### config.mk
export PLATFORM = sky130hd
export DESIGN_NAME = circular_right_shift
export DESIGN_NICKNAME = d
export VERILOG_FILES = /design/src/rtl/circular_right_shift.sv
export SDC_FILE = /design/constraint.sdc
export NUM_CORES = 1
export LEC_CHECK = 0
export BUFFER_PORTS_ARGS = -buffer_cell sky130_fd_sc_hd__buf_2
export CORE_AREA = 2 2 39 41
export CTS_CLUSTER_SIZE = 24
export DETAILED_ROUTE_END_ITERATION = 8
export DIE_AREA = 0 0 41 43
export PLACE_DENSITY = 0.53
export RECOVER_POWER = 25
export SLEW_MARGIN = 20
export SYNTH_ARGS = -nofsm -noshare
export SYNTH_HDL_FRONTEND = slang
export SYNTH_SLANG_ARGS = --single-unit
### constraint.sdc
create_clock -name clk -period 0.8 [get_ports clk]
set_input_delay 0.16 -clock clk [delete_from_list [all_inputs] [get_ports clk]]
set_output_delay 0.16 -clock clk [all_outputs]
set_load 0.02 [all_outputs]
### src/rtl/circular_right_shift.sv
// Registered circular right-rotate: out[i] = in[(i + k) mod WIDTH], one cycle latency.
// Define CRS_DYNAMIC_AMT_EN to add the per-beat `amt` port; otherwise k = SHIFT mod WIDTH.
module circular_right_shift #(
   parameter int unsigned WIDTH = 8,
   parameter int unsigned SHIFT = 7
) (
   input  logic                       clk,
   input  logic                       rst_n,
   input  logic                       in_valid,
   input  logic [WIDTH-1:0]           in,
`ifdef CRS_DYNAMIC_AMT_EN
   input  logic [$clog2(WIDTH)-1:0]   amt,
`endif
   output logic [WIDTH-1:0]           out,
   output logic                       out_valid
);

   localparam int unsigned KW = $clog2(WIDTH);

   logic [KW-1:0]    k_c;
   logic [WIDTH-1:0] rot_c;
   logic [WIDTH-1:0] out_d, out_q;
   logic             out_valid_d, out_valid_q;

`ifdef CRS_DYNAMIC_AMT_EN
   // amt wraps for non-power-of-2 widths
   always_comb begin
      k_c = KW'(32'(amt) % WIDTH);
   end
`else
   localparam int unsigned K_STATIC = SHIFT % WIDTH;

   always_comb begin
      k_c = KW'(K_STATIC);
   end
`endif

   // Shifting the doubled word brings LSB-side bits back in at the MSB end
   always_comb begin
      rot_c = WIDTH'({in, in} >> k_c);
   end

   always_comb begin
      out_d       = out_q;
      out_valid_d = 1'b0;
      if (in_valid) begin
         out_d       = rot_c;
         out_valid_d = 1'b1;
      end
   end

   always_ff @(posedge clk) begin
      if (!rst_n) begin
         out_q       <= '0;
         out_valid_q <= 1'b0;
      end else begin
         out_q       <= out_d;
         out_valid_q <= out_valid_d;
      end
   end

   assign out       = out_q;
   assign out_valid = out_valid_q;

endmodule

**Yosys cells after proc, flatten, opt, wreduce, memory -nomap -nowiden**

Index checks and enable logic that the tools add are counted.

- Register bits: 9
- Input bits: 11
- Output and inout bits: 9
- Word-level logic and storage cells: 3

- Multiplexer cells: 1

Operators by type and width:

| cell | number |
|---|---|
| 2-to-1 mux 1 bit | 1 |

**Depth between registers and ports, before layout**

- Depth after elaboration: 1
- Mapped depth: 3
- Depth with buffers taken out: 2

**Worst setup path after synthesis**

Ideal clock, no wire load.

- Kind: register to register
- From: reg, netlist name out[0]
- To: reg out_q[0], in the netlist out[0]
- Library setup time: 0.065 ns
- Arrival time: 0.603 ns
- Data required time: 0.735 ns
- Path slack: 0.132 ns
- Stages on the path, launching flop included: 3
- Buffers on the path: 0
- Clock period less this slack: 0.668 ns
- Cells stage by stage: dfxtp_1 > mux2i_1 > nor2b_1

RTL lines:

| item | RTL line | source |
|---|---|---|
| to (signal assigned) | 57 | `out_q <= out_d;` |
| to (decl) | 22 | `logic [WIDTH-1:0] out_d, out_q;` |

**Worst setup path in the final report**

- From: reg out_q[5], in the netlist out[5]
- To: out out[5]

RTL lines:

| item | RTL line | source |
|---|---|---|
| to (decl) | 14 | `output logic [WIDTH-1:0] out,` |

No word-level cell between the ends.

==> summary.txt <==
Synthesis
  • Adder-Cell Fraction of Synth Area: 0
  • Cell area after synthesis: 329 um2
  • Synthesized area per cell: 12.2 um2
  • Synth Area in XOR/XNOR: 0
  • Sequential share of the synthesized area: 0.548
  • Cells after Synth: 27
  • YS warnings: 0
  • Post-Synth Simple-Gate Area: 0.175
  • Post-synthesis mux area share: 0.243
  • Synth Area in Compound Gates: 0
  • Syn nets: 38
  • Netlist cell types: 5
  • Post-synthesis register bit count: 9
  • Main combinational cell family by area after synthesis: multiplexers

Timing
  • Max_slew headroom: 0.629
  • Final hold vios: 0
  • Final Skew: 0 ns
  • Setup TNS Final: -0.513 ns
  • Final setup violation count: 9
  • Setup slack after layout: -0.0597 ns
  • Post-layout min period: approximately 0.86 ns
  • Worst slew pin tran: 0.556 ns
  • Count of pins over their slew limit: 0
  • Fmax: 1160 MHz
  • Final Cycle Share: 1.07
  • Unrepaired setup endpoints after global routing: true
  • WHS: 0.164 ns

Clock tree
  • CTS max path bufs: 2
  • TritonCTS Buffers: 3
  • TritonCTS clock tree: yes
  • Post-CTS Setup Inserts: 0
  • # hold bufs at CTS: 0
  • Clk Tree Root Cell: clkbuf_4
  • # H-tree levels: 1
  • Skew-Pair Late Insertion Delay: 0.25 ns
  • Clock Pin Slew Worst Setup and Hold Paths: 0.06 ns
  • CTS Sinks: 9

Routing
  • DR iter-0 viols: 4
  • Drt first pass iters: 2
  • DRT antenna net count: 0
  • Vias: 266
  • Vias/cell: 4.09
  • Wirelength per Cell: 9.71 um
  • Final wirelength: approximately 630 um
  • DRC violations left: 0

Global route
  • First-pass GRT wire length: 1000 um
  • Gr ovfl total: 0
  • Largest net degree at the start of global routing: 10
  • GR Util All Layers: 0.0945
  • Vias in the first global route: 251
  • Initial antenna violation count: 0

Floorplan
  • Die Span X: 41 um
  • IO Count: 20
  • Starting density of the core: 0.238
  • Die area: 1760 um2
  • CORE AREA: between 1000 and 1500 um2
  • Die Ht: 43 um
  • Cell row count: 14

Status
  • Violated checks: negative setup slack
  • Status: complete, but fails checks

Worst setup path
  • Critical path's slowest cell: dfxtp_2
  • CP Class: reg2out
  • Critical path buffers and inverters: 1
  • CP arrival: 0.70 ns
  • Crit-path cells: buf_6
  • Crit path capture type: output pin
  • Cell family with most CP delay: flip-flops
  • CP startpoint kind: flip-flop
  • Data required time at the worst endpoint: roughly 0.64 ns
  • Max FO, Critical Path: 2
  • Critical Path Max Stage Delay: between 0.3 and 0.4 ns

Finish
  • N_diodes: 0
  • Nets@finish: just over 60
  • Area Overhead vs Synth: 59.7%
  • Fin util: 0.380
  • Layout cell share with drive strength beyond 1: 0.633
  • Commonest non-fill, non-tap cells in the layout: 9 x buf_2, 9 x dfxtp_2, 9 x buf_6

Min path
  • Type of the most critical hold path: in2reg

Power and ir drop
  • Pwr Total: 1.01 mW
  • Leak: 0.249 nW
  • Power Dens Cells: 1930 nW/um2
  • Worst vdd ir: 0.924 mV

Placement
  • Place WS: -0.00130 ns
  • Port Buffer Count: 19
  • GPL Wtd Cong: 0.546

Run
  • Max-cap check violation count: 0
## final cells by class
class	instances	area, um2
Timing Repair Buffer	19	150
Sequential cell	9	191
Multi-Input combinational cell	17	138
Fill cell	153	858
Tap cell	16	20.0
Clock buffer	4	26.3
## sequential cells by signal, summed over array words and instances, names as in the netlist
register   count
out            8
out_valid      1
## synth_stat cells
library cell	instances	share of area
and2_2	1	0.023
buf_6	1	0.034
dfxtp_1	9	0.55
mux2i_1	8	0.24
nor2b_1	8	0.15
## cell families after synthesis
group	after synthesis
simple gates	9
mux	8
buf+inv	1
flops	9
## what timing repair did
action	4_1_cts	5_1_grt
pin swaps	0	0
cloned	0	0
endpoints found under the setup margin	9	9
gates resized for setup	27	0
## layer usage
metal,part of all wire,track usage
met2,0.43,0.122
met3,0.12,0.0785
met1,0.43,0.100
met5,0,0
met4,0.017,0.0600
## stage by stage
| step | cells | cell area (um2) |
|---|---|---|
| CTS | 65 | 527 |
| global placement | 61 | 433 |
| finish | 65 | 526 |
| global route | 65 | 526 |
| floorplan | 27 | 329 |
| detailed placement | 61 | 433 |
## report_power, final
group	internal (mW)	leakage, nW	switching, mW
Clock	0.192	0.0150	0.153
Combinational	0.0949	0.156	0.0748
Sequential	0.480	0.0775	0.0166
## worst paths after layout
check / startpoint / to / slack [ns] / cells after the start
worst min-delay path: in[1] / out[2] / 0.16 / 3
worst min register to register: out[1] / out[1] / 0.52 / 2
worst max register to register: out[3] / out[3] / 0.18 / 2
worst max-delay path: out[5] / out[5] / -0.06 / 1
No activity file was read; power rests on OpenSTA's default activity.
